--- src/rtl/morse_pkg.sv ---
// rtl/morse_pkg.sv - shared Morse letter codes, table constants and FSM states
package morse_pkg;

  // Clocks per Morse time unit at 50 MHz (0.5 s)
  localparam int DEFAULT_UNIT_CLKS = 25000000;

  // Letter codes, identical to the transmitter's SW[2:0] letter selection
  localparam logic [2:0] CODE_A = 3'd0;
  localparam logic [2:0] CODE_B = 3'd1;
  localparam logic [2:0] CODE_C = 3'd2;
  localparam logic [2:0] CODE_D = 3'd3;
  localparam logic [2:0] CODE_E = 3'd4;
  localparam logic [2:0] CODE_F = 3'd5;
  localparam logic [2:0] CODE_G = 3'd6;
  localparam logic [2:0] CODE_H = 3'd7;

  // Letter table: symbol count and pattern (MSB-first, 1 = dash, right-justified)
  localparam logic [2:0] LEN_A = 3'd2;  localparam logic [3:0] PAT_A = 4'b0001;
  localparam logic [2:0] LEN_B = 3'd4;  localparam logic [3:0] PAT_B = 4'b1000;
  localparam logic [2:0] LEN_C = 3'd4;  localparam logic [3:0] PAT_C = 4'b1010;
  localparam logic [2:0] LEN_D = 3'd3;  localparam logic [3:0] PAT_D = 4'b0100;
  localparam logic [2:0] LEN_E = 3'd1;  localparam logic [3:0] PAT_E = 4'b0000;
  localparam logic [2:0] LEN_F = 3'd4;  localparam logic [3:0] PAT_F = 4'b0010;
  localparam logic [2:0] LEN_G = 3'd3;  localparam logic [3:0] PAT_G = 4'b0110;
  localparam logic [2:0] LEN_H = 3'd4;  localparam logic [3:0] PAT_H = 4'b0000;

  // Longest letter the pattern register can hold
  localparam logic [2:0] MAX_SYMS = 3'd4;

  typedef enum logic [1:0] {
    IDLE  = 2'd0,
    MARK  = 2'd1,
    SPACE = 2'd2,
    DONE  = 2'd3
  } state_e;

endpackage

--- src/rtl/morse_lookup.sv ---
// rtl/morse_lookup.sv - combinational {length, pattern} to letter code lookup
module morse_lookup
  import morse_pkg::*;
(
  input  logic [2:0] len_i,
  input  logic [3:0] pattern_i,
  output logic [2:0] code_o,
  output logic       valid_o
);

  // Exact match on length and pattern; unused upper pattern bits must be zero
  always_comb begin
    code_o  = 3'd0;
    valid_o = 1'b0;
    case ({len_i, pattern_i})
      {LEN_A, PAT_A}: begin code_o = CODE_A; valid_o = 1'b1; end
      {LEN_B, PAT_B}: begin code_o = CODE_B; valid_o = 1'b1; end
      {LEN_C, PAT_C}: begin code_o = CODE_C; valid_o = 1'b1; end
      {LEN_D, PAT_D}: begin code_o = CODE_D; valid_o = 1'b1; end
      {LEN_E, PAT_E}: begin code_o = CODE_E; valid_o = 1'b1; end
      {LEN_F, PAT_F}: begin code_o = CODE_F; valid_o = 1'b1; end
      {LEN_G, PAT_G}: begin code_o = CODE_G; valid_o = 1'b1; end
      {LEN_H, PAT_H}: begin code_o = CODE_H; valid_o = 1'b1; end
      default: ;
    endcase
  end

endmodule

--- src/rtl/morse_decoder.sv ---
// rtl/morse_decoder.sv - times a hand-keyed Morse input and decodes letters A-H
module morse_decoder #(
  parameter int UNIT_CLKS  = morse_pkg::DEFAULT_UNIT_CLKS,
  parameter int DASH_UNITS = 2,
  parameter int GAP_UNITS  = 2,
  parameter int CNT_W      = 28
) (
  input  logic       CLOCK_50,
  input  logic [1:0] KEY,
  output logic [7:0] LEDG,
  output logic [1:0] LEDR
);
  import morse_pkg::*;

  localparam int DASH_MIN = DASH_UNITS * UNIT_CLKS;
  localparam int GAP_MIN  = GAP_UNITS * UNIT_CLKS;
  localparam int SAT_MAX  = (DASH_MIN > GAP_MIN) ? DASH_MIN : GAP_MIN;

  // The counter starts at 0 in the cycle after the edge that entered the
  // state, so the edge cycle itself is not counted: a press of N cycles
  // leaves N-1 in the counter at release, and a gap reaches GAP_MIN zero
  // cycles (release cycle included) when the SPACE counter reads GAP_MIN-2.
  localparam logic [CNT_W-1:0] DASH_THR = CNT_W'(DASH_MIN - 1);
  localparam logic [CNT_W-1:0] GAP_THR  = CNT_W'(GAP_MIN - 2);
  localparam logic [CNT_W-1:0] CNT_SAT  = CNT_W'(SAT_MAX);

  logic rst_n;
  assign rst_n = KEY[0];

  logic             sync1_q, key_s_q;
  state_e           state_q, state_d;
  logic [CNT_W-1:0] cnt_q, cnt_d;
  logic [3:0]       pat_q, pat_d;
  logic [2:0]       sym_q, sym_d;
  logic             ovf_q, ovf_d;
  logic [2:0]       code_q, code_d;
  logic [2:0]       len_q, len_d;
  logic             valid_q, valid_d;
  logic             err_q, err_d;

  logic [2:0]       lk_code;
  logic             lk_valid;

  morse_lookup u_lookup (
    .len_i     (sym_q),
    .pattern_i (pat_q),
    .code_o    (lk_code),
    .valid_o   (lk_valid)
  );

  // Two-flop synchronizer of the active-low Morse key
  always_ff @(posedge CLOCK_50 or negedge rst_n) begin
    if (!rst_n) begin
      sync1_q <= 1'b0;
      key_s_q <= 1'b0;
    end else begin
      sync1_q <= ~KEY[1];
      key_s_q <= sync1_q;
    end
  end

  // State, duration counter, symbol collection and latched result registers
  always_ff @(posedge CLOCK_50 or negedge rst_n) begin
    if (!rst_n) begin
      state_q <= IDLE;
      cnt_q   <= '0;
      pat_q   <= 4'd0;
      sym_q   <= 3'd0;
      ovf_q   <= 1'b0;
      code_q  <= 3'd0;
      len_q   <= 3'd0;
      valid_q <= 1'b0;
      err_q   <= 1'b0;
    end else begin
      state_q <= state_d;
      cnt_q   <= cnt_d;
      pat_q   <= pat_d;
      sym_q   <= sym_d;
      ovf_q   <= ovf_d;
      code_q  <= code_d;
      len_q   <= len_d;
      valid_q <= valid_d;
      err_q   <= err_d;
    end
  end

  // Next-state logic; the result is latched on entry to DONE so that it is
  // already on the LEDs during the strobe cycle
  always_comb begin
    state_d = state_q;
    cnt_d   = (cnt_q < CNT_SAT) ? cnt_q + 1'b1 : cnt_q;
    pat_d   = pat_q;
    sym_d   = sym_q;
    ovf_d   = ovf_q;
    code_d  = code_q;
    len_d   = len_q;
    valid_d = valid_q;
    err_d   = err_q;
    case (state_q)
      IDLE: begin
        cnt_d = '0;
        if (key_s_q) begin
          state_d = MARK;
          valid_d = 1'b0;
          err_d   = 1'b0;
        end
      end
      MARK: begin
        if (!key_s_q) begin
          state_d = SPACE;
          if (sym_q == MAX_SYMS) begin
            ovf_d = 1'b1;
          end else begin
            pat_d = {pat_q[2:0], (cnt_q >= DASH_THR)};
            sym_d = sym_q + 3'd1;
          end
        end
      end
      SPACE: begin
        if (key_s_q) begin
          state_d = MARK;
        end else if (cnt_q >= GAP_THR) begin
          state_d = DONE;
          len_d   = sym_q;
          if (lk_valid && !ovf_q) begin
            code_d  = lk_code;
            valid_d = 1'b1;
            err_d   = 1'b0;
          end else begin
            code_d  = 3'd0;
            valid_d = 1'b0;
            err_d   = 1'b1;
          end
        end
      end
      DONE: begin
        state_d = IDLE;
        pat_d   = 4'd0;
        sym_d   = 3'd0;
        ovf_d   = 1'b0;
      end
      default: state_d = IDLE;
    endcase
    if (state_d != state_q) begin
      cnt_d = '0;
    end
  end

  assign LEDG = {(state_q == DONE), len_q, valid_q, code_q};
  assign LEDR = {key_s_q, err_q};

endmodule

--- config.mk ---
export PLATFORM = sky130hd
export DESIGN_NAME = morse_decoder
export DESIGN_NICKNAME = d
export VERILOG_FILES = /design/src/rtl/morse_pkg.sv /design/src/rtl/morse_lookup.sv /design/src/rtl/morse_decoder.sv
export SDC_FILE = /design/constraint.sdc
export NUM_CORES = 1
export LEC_CHECK = 0
export BUFFER_PORTS_ARGS = -buffer_cell sky130_fd_sc_hd__buf_2
export CAP_MARGIN = 20
export CORE_UTILIZATION = 40
export CTS_CLUSTER_DIAMETER = 120
export CTS_CLUSTER_SIZE = 10
export DETAILED_ROUTE_END_ITERATION = 8
export GPL_TIMING_DRIVEN = 0
export PLACE_DENSITY = 0.59
export SLEW_MARGIN = 20
export SYNTH_ARGS = -nofsm -noshare
export SYNTH_HDL_FRONTEND = slang
export SYNTH_HIERARCHICAL = 1
export SYNTH_SLANG_ARGS = --single-unit
--- constraint.sdc ---
create_clock -name CLOCK_50 -period 2.1 [get_ports CLOCK_50]
set_input_delay 0.42 -clock CLOCK_50 [delete_from_list [all_inputs] [get_ports CLOCK_50]]
set_output_delay 0.42 -clock CLOCK_50 [all_outputs]
set_load 0.01 [all_outputs]
======== After elaboration in Yosys (flattened, before gate mapping) ========
Index checks and enable logic that the tools add are counted.
word-level totals
  flip-flop bits (word level) ............. 48
  input bits .............................. 3
  output and inout bits ................... 10
  logic and storage cells ................. 77
cells by class
  add/subtract/negate cells ............... 2
  magnitude comparators ................... 3
  equality and inequality tests ........... 19
  muxes and demuxes ....................... 29
  bitwise logic cells ..................... 2
  reductions and logical operators ........ 11
operators with widths
  kind                                                                  count
  2-to-1 mux 28 bit                                                     3
  greater-or-equal comparator 28 x 26 -> 1 bit (second input constant)  2
  adder 28 x 1 -> 28 bit (second input constant)                        1
  == test 7 bit (second input constant)                                 4
  less-than comparator 28 x 26 -> 1 bit (second input constant)         1
  == test 7 x 6 -> 1 bit (second input constant)                        3
  case mux 3 bit (7 select lines)                                       1
  inequality test 2 bit (second input constant)                         6
  2-to-1 mux 1 bit                                                      10
  2-to-1 mux 3 bit                                                      3
  AND reduction 3 bit                                                   3
  2-to-1 mux 2 bit                                                      4
  2-to-1 mux 4 bit                                                      2
  case mux 2 bit (4 select lines)                                       1
  case mux 4 bit (2 select lines)                                       1
  OR reduction 8 bit                                                    1
  == test 7 x 5 -> 1 bit (second input constant)                        1
  case mux 1 bit (2 select lines)                                       3
  case mux 3 bit (2 select lines)                                       1
  == test 2 bit (second input constant)                                 2
  AND reduction 4 bit                                                   1
  nonzero test 2 bit                                                    2
  adder 3 x 1 -> 3 bit (second input constant)                          1
  == test 3 bit (second input constant)                                 1
  7 further kinds                                                       8

======== Depth between registers and ports, before layout ========
Gate-level depths: netlist of the first run.
  depth in word-level cells ............... 8
  mapped depth ............................ 8
  depth with buffers taken out ............ 7

======== By module ========
The synthesis of the first run kept the hierarchy.
modules (own cells, without submodules)
  module         times used  cells each  area an instance (um2)  sequential area each (um2)
  morse_decoder  1           245         2,407.3                 1,201.2
  morse_lookup   1           21          156.4                   0.0

======== Worst setup path before layout of the first run ========
OpenSTA, ideal clock, no wires.
  path kind ............................... register -> register
  from .................................... reg cnt_q[18]
  to ...................................... reg cnt_q[19]
  setup time .............................. 119 ps
  arrival time ............................ 1,909 ps
  slack ................................... 72 ps
  stages on the path, launching flop included .. 9
  clock period less this slack ............ 2,028 ps
  cells stage by stage .................... dfrtp_1 -> or4_4 -> nor4_4 -> nand2_1 -> o21ai_2 -> o2bb2a_1 -> buf_4 -> buf_4 -> nor2_1
on the way
  longest elaborated chain between the ends .. 6
  elaborated cells between the ends (all ways) .. 11
  those cells by class .................... 1 x add/sub; 2 x order compare; 1 x eq/ne; 6 x mux; 1 x reduce/logical
RTL lines
  item                                                                             line                  source
  start, declared                                                                  morse_decoder.sv:32   logic [CNT_W-1:0] cnt_q, cnt_d;
  start signal, assigned                                                           morse_decoder.sv:76   cnt_q <= cnt_d;
  greater-or-equal comparator 28 x 26 -> 1 bit                                     morse_decoder.sv:122  end else if (cnt_q >= GAP_THR) begin
  2-to-1 mux 2 bit                                                                 morse_decoder.sv:122
  2-to-1 mux 2 bit                                                                 morse_decoder.sv:120  if (key_s_q) begin
  case mux 2 bit (4 select lines)                                                  morse_decoder.sv:99   case (state_q)
  inequality test 2 bit                                                            morse_decoder.sv:144  if (state_d != state_q) begin
  nonzero test 3 bit (no source line) / 2-to-1 mux 28 bit (equally long branches)  n/a
Several ways; a longest one is shown, not always the timed one. The select of a mux whose other input is x is not followed.
A chain may end at the register's enable or synchronous reset.

======== Final worst setup path of the first run ========
  from .................................... reg cnt_q[24]
  to ...................................... reg cnt_q[15]
The elaborated chain is that of the path after synthesis.

==> metrics.txt, run 1 <==
outcome=complete, but fails checks; synthesized area=between 0.002 and 0.003 mm²; crit path from=cnt_q[24]$_DFFE_PN0P_; area grow syn2layout=26.7%; final hold slack=~120 ps; count of hold buffers inserted by post-cts repair=0; # fillers=554; Worst Path Max Fanout=5; share of layout cells above drive strength 1=29.1%; Critical Path Start Type=flop; CTS tree=built; PortBufs=12; most common cell after layout, fill and taps aside=dfrtp_1; Sink Count=48; Detail Placement HPWL=~3.6 mm; Placeable Area=between 0.006 and 0.007 mm²; die area=just under 0.007 mm²; Final Slew Violations=0; post-synthesis async set-or-reset flop share=100%; crit end category=flop; Routed WL=approximately 5.8 mm; Overall Global Routing Usage=between 10% and 20%; Seq/Total Area, Yosys=between 40% and 50%; GR Overflow Total=0; largest net degree at the start of global routing=a little under 50; Clock Tree Buf Depth=2; starting density of the core=between 40% and 50%; Least-Margin Pin Slew=654 ps; period utilisation layout=101%; Ys Warns=6; remaining antenna violation count after routing=0; DR vias/cell=approximately 5.5; Yosys reg bits=between 40 and 50; DRC viols=0; wire length per cell=roughly 16 µm; total negative slack=-98.8 ps; die width=roughly 82 µm; syn_nets=272; worst path bufs/invs=2; final std cells w/o fill=374; initial antenna violation count=0; ordered cell list for the critical path=or4_4, nor4_4, buf_4, and3_4, buf_6, nor3_2, xnor2_1, nor2_2; Synth Flop Type=dfrtp_1; Peak VDD IR=~380 µV; critical path type=flop to flop; final RePlAce weighted congestion=roughly 0.8; H-tree depth=2; R2R depth=8; register area=~0.0012 mm²; Levels on crit path=8; PD cells=approximately 660 mW/mm²; initial DRC count=between 100 and 150; Post-synth EDFFs=0; I/O Pins=13; Worst Path Required=roughly 2300 ps; synth unique cells=47; via count=between 2000 and 2500; root buf cell=clkbuf_8; hold violation count in the final report=0; num rows=28; most frequent cells in the layout=dfrtp_1, nor2_1, nand2_1; Reg clk slew, reported paths=approximately 100 ps; first-pass GRT wire length=9.63 mm; Clock Latency Late Sink=310 ps; failing checks=negative setup slack; Setup Viol. Count Final=10; minimum clock period after layout=2130 ps; syn_area_per_cell=around 9.6 µm²; fmax=around 470 MHz; synthesized instance count=between 200 and 300; setup ws final=-29.0 ps; Inst Count DP=~350; CP delay by family, top=simple AND/OR/NAND/NOR gates; RSZ-0062 raised after global routing=yes; Crit-path slowest cell=or4_4; total power=2.14 mW; number of global-route vias before repair=slightly below 2000; nets=304; CTS buffer count=5; FF-to-FF setup slack=-30 ps; LEAKAGE=between 1 and 1.5 nW; diode count=0; drt pass-1 iters=4; HP Class=input pin to asynchronous set/reset pin; multi-input logic area=~0.0015 mm²; Worst Path Arrival=approximately 2300 ps; worst r2r src=cnt_q[24]$_DFFE_PN0P_; relative slew slack=a little under three fifths; Core Util, Final=a little over half; chip height=between 80 and 90 µm; CP endpoint=cnt_q[15]$_DFFE_PN0P_; worst r2r dst=cnt_q[15]$_DFFE_PN0P_; max cap viols=0; CP peak stage delay=roughly 550 ps; clk_skew=8.54 ps
[kinds of logic after synthesis]
| kind of cell | after synthesis | synth area share (%) |
|---|---|---|
| AOI/OAI and AO/OA | 35 | 9.37 |
| xor gates and xnor gates | 23 | 7.86 |
| adders and majority gates | 3 | 1.46 |
| buffers and inverters | 22 | 4.15 |
| DFF | 48 | 46.9 |
| muxes | 9 | 3.81 |
| and+or+nand+nor | 126 | 26.5 |
[repair_timing]
action,4_1_cts,5_1_grt
cloned,2,1
setup endpoints to repair,37,37
gates resized for setup,41,24
buffers inserted,9,2
pin swaps,21,7
[synth_stat cells (3+ instances only)]
library cell  number  area (µm²)
ha_1               3        37.5
and3_1             7        43.8
nand2_1           23        86.3
o21ai_1            3        15.0
and2_1             4        25.0
nor3_1             6        30.0
nor2_1            33         124
nand4_1           13        81.3
nor3b_1            3        22.5
nor4_1             4        25.0
nor2b_1            6        37.5
a21oi_1           11        55.1
mux2_1             3        33.8
nand3_1           14        70.1
xnor2_1            9        78.8
a22o_1             3        26.3
buf_4              6        45.0
dfrtp_1           48        1200
xor2_1            14         123
o31ai_1            3        22.5
o21ai_0            4        20.0
inv_1             13        48.8
mux2i_1            5        50.1
[routing by layer]
| layer | up-vias | share of wire (%) | track usage, % |
|---|---|---|---|
| met5 | - | 0 | 0 |
| met4 | 0 | 0.91 | 4.74 |
| met3 | 5 | 3.1 | 4.00 |
| met2 | 30 | 46 | 28.9 |
| met1 | 1026 | 50 | 27.6 |
| li1 | 999 | - | - |
[power by group]
| group | total (mW) | internal (mW) | switching (mW) |
|---|---|---|---|
| logic | 0.344 | 0.170 | 0.174 |
| clock network | 0.746 | 0.421 | 0.326 |
| registers | 1.05 | 0.963 | 0.0856 |
| total | 2.14 | 1.55 | 0.585 |
[layout make-up]
type	count	share of cell area, %
Inverter	13	1.50
Multi-Input combinational cell	196	45.4
Buffer	9	2.85
Tap cell	75	2.89
Sequential cell	48	37.0
Clock inverter	1	0.924
Timing Repair Buffer	25	6.43
Clock buffer	7	2.96
[flip-flops by register name, summed over array words and instances (netlist names)]
register,cells
pat_q,4
ovf_q,1
cnt_q,28
sym_q,3
err_q,1
sync1_q,1
valid_q,1
code_q,3
state_q,2
key_s_q,1
len_q,3
[worst min path at each step]
stage | to | slack (ps) | startpoint | depth (start not counted)
after CTS | sync1_q$_DFF_PN0_ | 230 | KEY[1] | 2
final | cnt_q[20]$_DFFE_PN0P_ | 120 | KEY[0] | 1
after global placement | key_s_q$_DFF_PN0_ | 330 | sync1_q$_DFF_PN0_ | 0
after detailed placement | key_s_q$_DFF_PN0_ | 340 | sync1_q$_DFF_PN0_ | 0
after floorplan | cnt_q[0]$_DFFE_PN0P_ | 120 | KEY[0] | 0
after global routing | cnt_q[21]$_DFFE_PN0P_ | 170 | KEY[0] | 1
[stage by stage]
| stage | setup WS (ps) | instance area [µm²] |
|---|---|---|
| after detailed placement | -224 | 2720 |
| after floorplan | 71.6 | 2560 |
| after global placement | -192 | 2720 |
| final | -29.0 | 3250 |
| after global routing | -112 | 3250 |
| after CTS | -103 | 3120 |
Power figures use the tool's default switching activity.
==> run 2: changes to the inputs <==
==> constraint.sdc (replaced) <==
create_clock -name CLOCK_50 -period 2.1 [get_ports CLOCK_50]
set_input_delay 0.105 -clock CLOCK_50 [delete_from_list [all_inputs] [get_ports CLOCK_50]]
set_output_delay 0.105 -clock CLOCK_50 [all_outputs]
set_load 0.01 [all_outputs]
==> metrics.txt, run 2 (synthesis results as in run 1) <==
Reg clk slew, reported paths=100 ps (about the same); num rows=28 (unchanged); final RePlAce weighted congestion=0.814 (unchanged); ordered cell list for the critical path=or4_4, nor4_4, buf_4, and3_4, buf_6, nor3_2, xnor2_1, nor2_2 (unchanged); first-pass GRT wire length=9.63 mm (unchanged); Clock power frac=34.9% (about the same); Peak VDD IR=380 µV (about the same); die area=0.00673 mm² (unchanged); starting density of the core=42.3% (unchanged); period utilisation layout=102% (was 101%); LEAKAGE=1.44 nW (was 1.43 nW); crit end category=flop (unchanged); hold violation count in the final report=0 (unchanged); via count=2067 (was 2060); Most Crowded Layer GR=met2 (unchanged); drt pass-1 iters=6 (was 4); Net Sw Frac=27.3% (was 27.4%); Routed WL=5.84 mm (was 5.83 mm); FF-to-FF setup slack=-30 ps (about the same); Placeable Area=0.00606 mm² (unchanged); die width=82.1 µm (unchanged); CTS tree=built (unchanged); Least-Margin Pin Slew=649 ps (was 654 ps); Clock Latency Late Sink=310 ps (about the same); clk_skew=9.04 ps (was 8.54 ps); number of global-route vias before repair=1988 (unchanged); GR Layer Usage met2=28.9% (unchanged); H-tree depth=2 (unchanged); global-route met1 utilization=27.6% (unchanged); Critical Path Start Type=flop (unchanged); Detail Placement HPWL=3.59 mm (unchanged); DRC viols=0 (unchanged); critical path type=flop to flop (unchanged); fmax=469 MHz (was 470 MHz); PortBufs=12 (unchanged); crit path from=cnt_q[24]$_DFFE_PN0P_ (unchanged); nets=306 (was 304); minimum clock period after layout=2130 ps (about the same); Internal=1.56 mW (was 1.55 mW); Crit-path slowest cell=or4_4 (unchanged); remaining antenna violation count after routing=0 (unchanged); worst r2r src=cnt_q[24]$_DFFE_PN0P_ (unchanged); wire length per cell=15.5 µm (was 15.6 µm); final hold slack=343 ps (was 121 ps); most frequent cells in the layout=dfrtp_1, nor2_1, nand2_1 (unchanged); Sink Count=48 (unchanged); Clock Tree Buf Depth=2 (unchanged); largest net degree at the start of global routing=49 (unchanged); total power=2.14 mW (about the same); max cap viols=0 (unchanged); worst r2r dst=cnt_q[15]$_DFFE_PN0P_ (unchanged); PD cells=655 mW/mm² (was 658 mW/mm²); Reg with most FFs=cnt_q (unchanged); GR Overflow Total=0 (unchanged); I/O Pins=13 (unchanged); CP peak stage delay=550 ps (about the same); initial DRC count=95 (was 122); Worst Path Required=2300 ps (about the same); dpl ws=-224 ps (unchanged); Setup Viol. Count Final=14 (was 10); Top Registers=cnt_q x28, pat_q x4 (unchanged); setup ws final=-32.7 ps (was -29.0 ps); most common cell after layout, fill and taps aside=dfrtp_1 (unchanged); Comb pwr share=16.2% (was 16.1%); area grow syn2layout=27.5% (was 26.7%); final std cells w/o fill=376 (was 374); Worst Path Arrival=2330 ps (about the same); Final Slew Violations=0 (unchanged); relative slew slack=56.6% (was 56.3%); Worst Path Max Fanout=5 (unchanged); Inst Count DP=353 (unchanged); outcome=complete, but fails checks (unchanged); diode count=0 (unchanged); Overall Global Routing Usage=19.1% (unchanged); R2R depth=8 (unchanged); CTS buffer count=5 (unchanged); CP endpoint=cnt_q[15]$_DFFE_PN0P_ (unchanged); failing checks=negative setup slack (unchanged); DR vias/cell=5.50 (was 5.51); share of layout cells above drive strength 1=28.9% (was 29.1%); Seq pwr share=49.0% (about the same); net switching power=0.585 mW (about the same); root buf cell=clkbuf_8 (unchanged); grt met3 use=4.00% (unchanged); chip height=82.1 µm (unchanged); HP Class=input pin to asynchronous set/reset pin (unchanged); RSZ-0062 raised after global routing=yes (unchanged); max FFs per register=28 (unchanged); initial antenna violation count=0 (unchanged)
run 2: cell count changes in the layout (fill, tap and decap cells not counted), sizes merged:
| cell | before | now |
|---|---|---|
| dlygate4sd3 | 0 | 2 |
run 2: critical path: cells and delay by family (launching register included):
family	cells	cell delay, ps
and+or+nand+nor	5	1080
buffers and inverters	2	340
xor gates and xnor gates	1	210
DFF	1	400
run 2: what timing repair did:
item                                   in CTS  in global routing
endpoints found under the hold margin       1                 48
hold buffers                                1                  1
setup endpoints to repair                  37                 37
pin swaps                                  21                  7
gates cloned                                2                  1
setup buffers                               9                  2
resized for setup                          41                 24
run 2: layout make-up:
cell class                 instances  area (µm²)
fill                             552        2790
sequential                        48        1200
timing repair buffer              27         229
clock buffer                       7        96.3
inverter                          13        48.8
clock inverter                     1        30.0
multi-input combinational        196        1480
buffer                             9        92.6
tap                               75        93.8
run 2: worst min path at each step:
stage,start,cells after the start,slack (ps),endpoint
3_5_place_dp,KEY[1],2,250,sync1_q$_DFF_PN0_
6_report,KEY[0],2,340,cnt_q[23]$_DFFE_PN0P_
3_3_place_gp,KEY[1],2,250,sync1_q$_DFF_PN0_
5_1_grt,sync1_q$_DFF_PN0_,0,370,key_s_q$_DFF_PN0_
2_1_floorplan,KEY[0],0,-190,cnt_q[0]$_DFFE_PN0P_
4_1_cts,KEY[0],1,30,cnt_q[20]$_DFFE_PN0P_
run 2: per-layer routing:
| layer | part of all wire, % | wire length [µm] | vias to the layer above |
|---|---|---|---|
| met4 | 0.98 | 57 | 0 |
| met5 | 0 | 0 | - |
| met1 | 50 | 2910 | 1027 |
| li1 | - | - | 1006 |
| met3 | 3.2 | 186 | 7 |
| met2 | 46 | 2680 | 27 |
run 2: power groups by stage:
| stage | registers, mW | clock network (mW) | logic [mW] |
|---|---|---|---|
| floorplan | 1.04 | 0 | 0.223 |
| CTS | 1.05 | 0.760 | 0.324 |
| detailed placement | 1.07 | 0 | 0.286 |
| global placement | 1.07 | 0 | 0.278 |
| global route | 1.06 | 0.792 | 0.398 |
| finish | 1.05 | 0.746 | 0.346 |
run 2: per-stage QoR:
stage | TNS, ps | cell area (µm²) | utilization, %
4_1_cts | -1980 | 3130 | 51.6
3_3_place_gp | -4890 | 2720 | 44.8
2_1_floorplan | 0 | 2560 | -
6_report | -147 | 3270 | 53.9
5_1_grt | -2870 | 3270 | 53.9
3_5_place_dp | -6160 | 2720 | 44.8
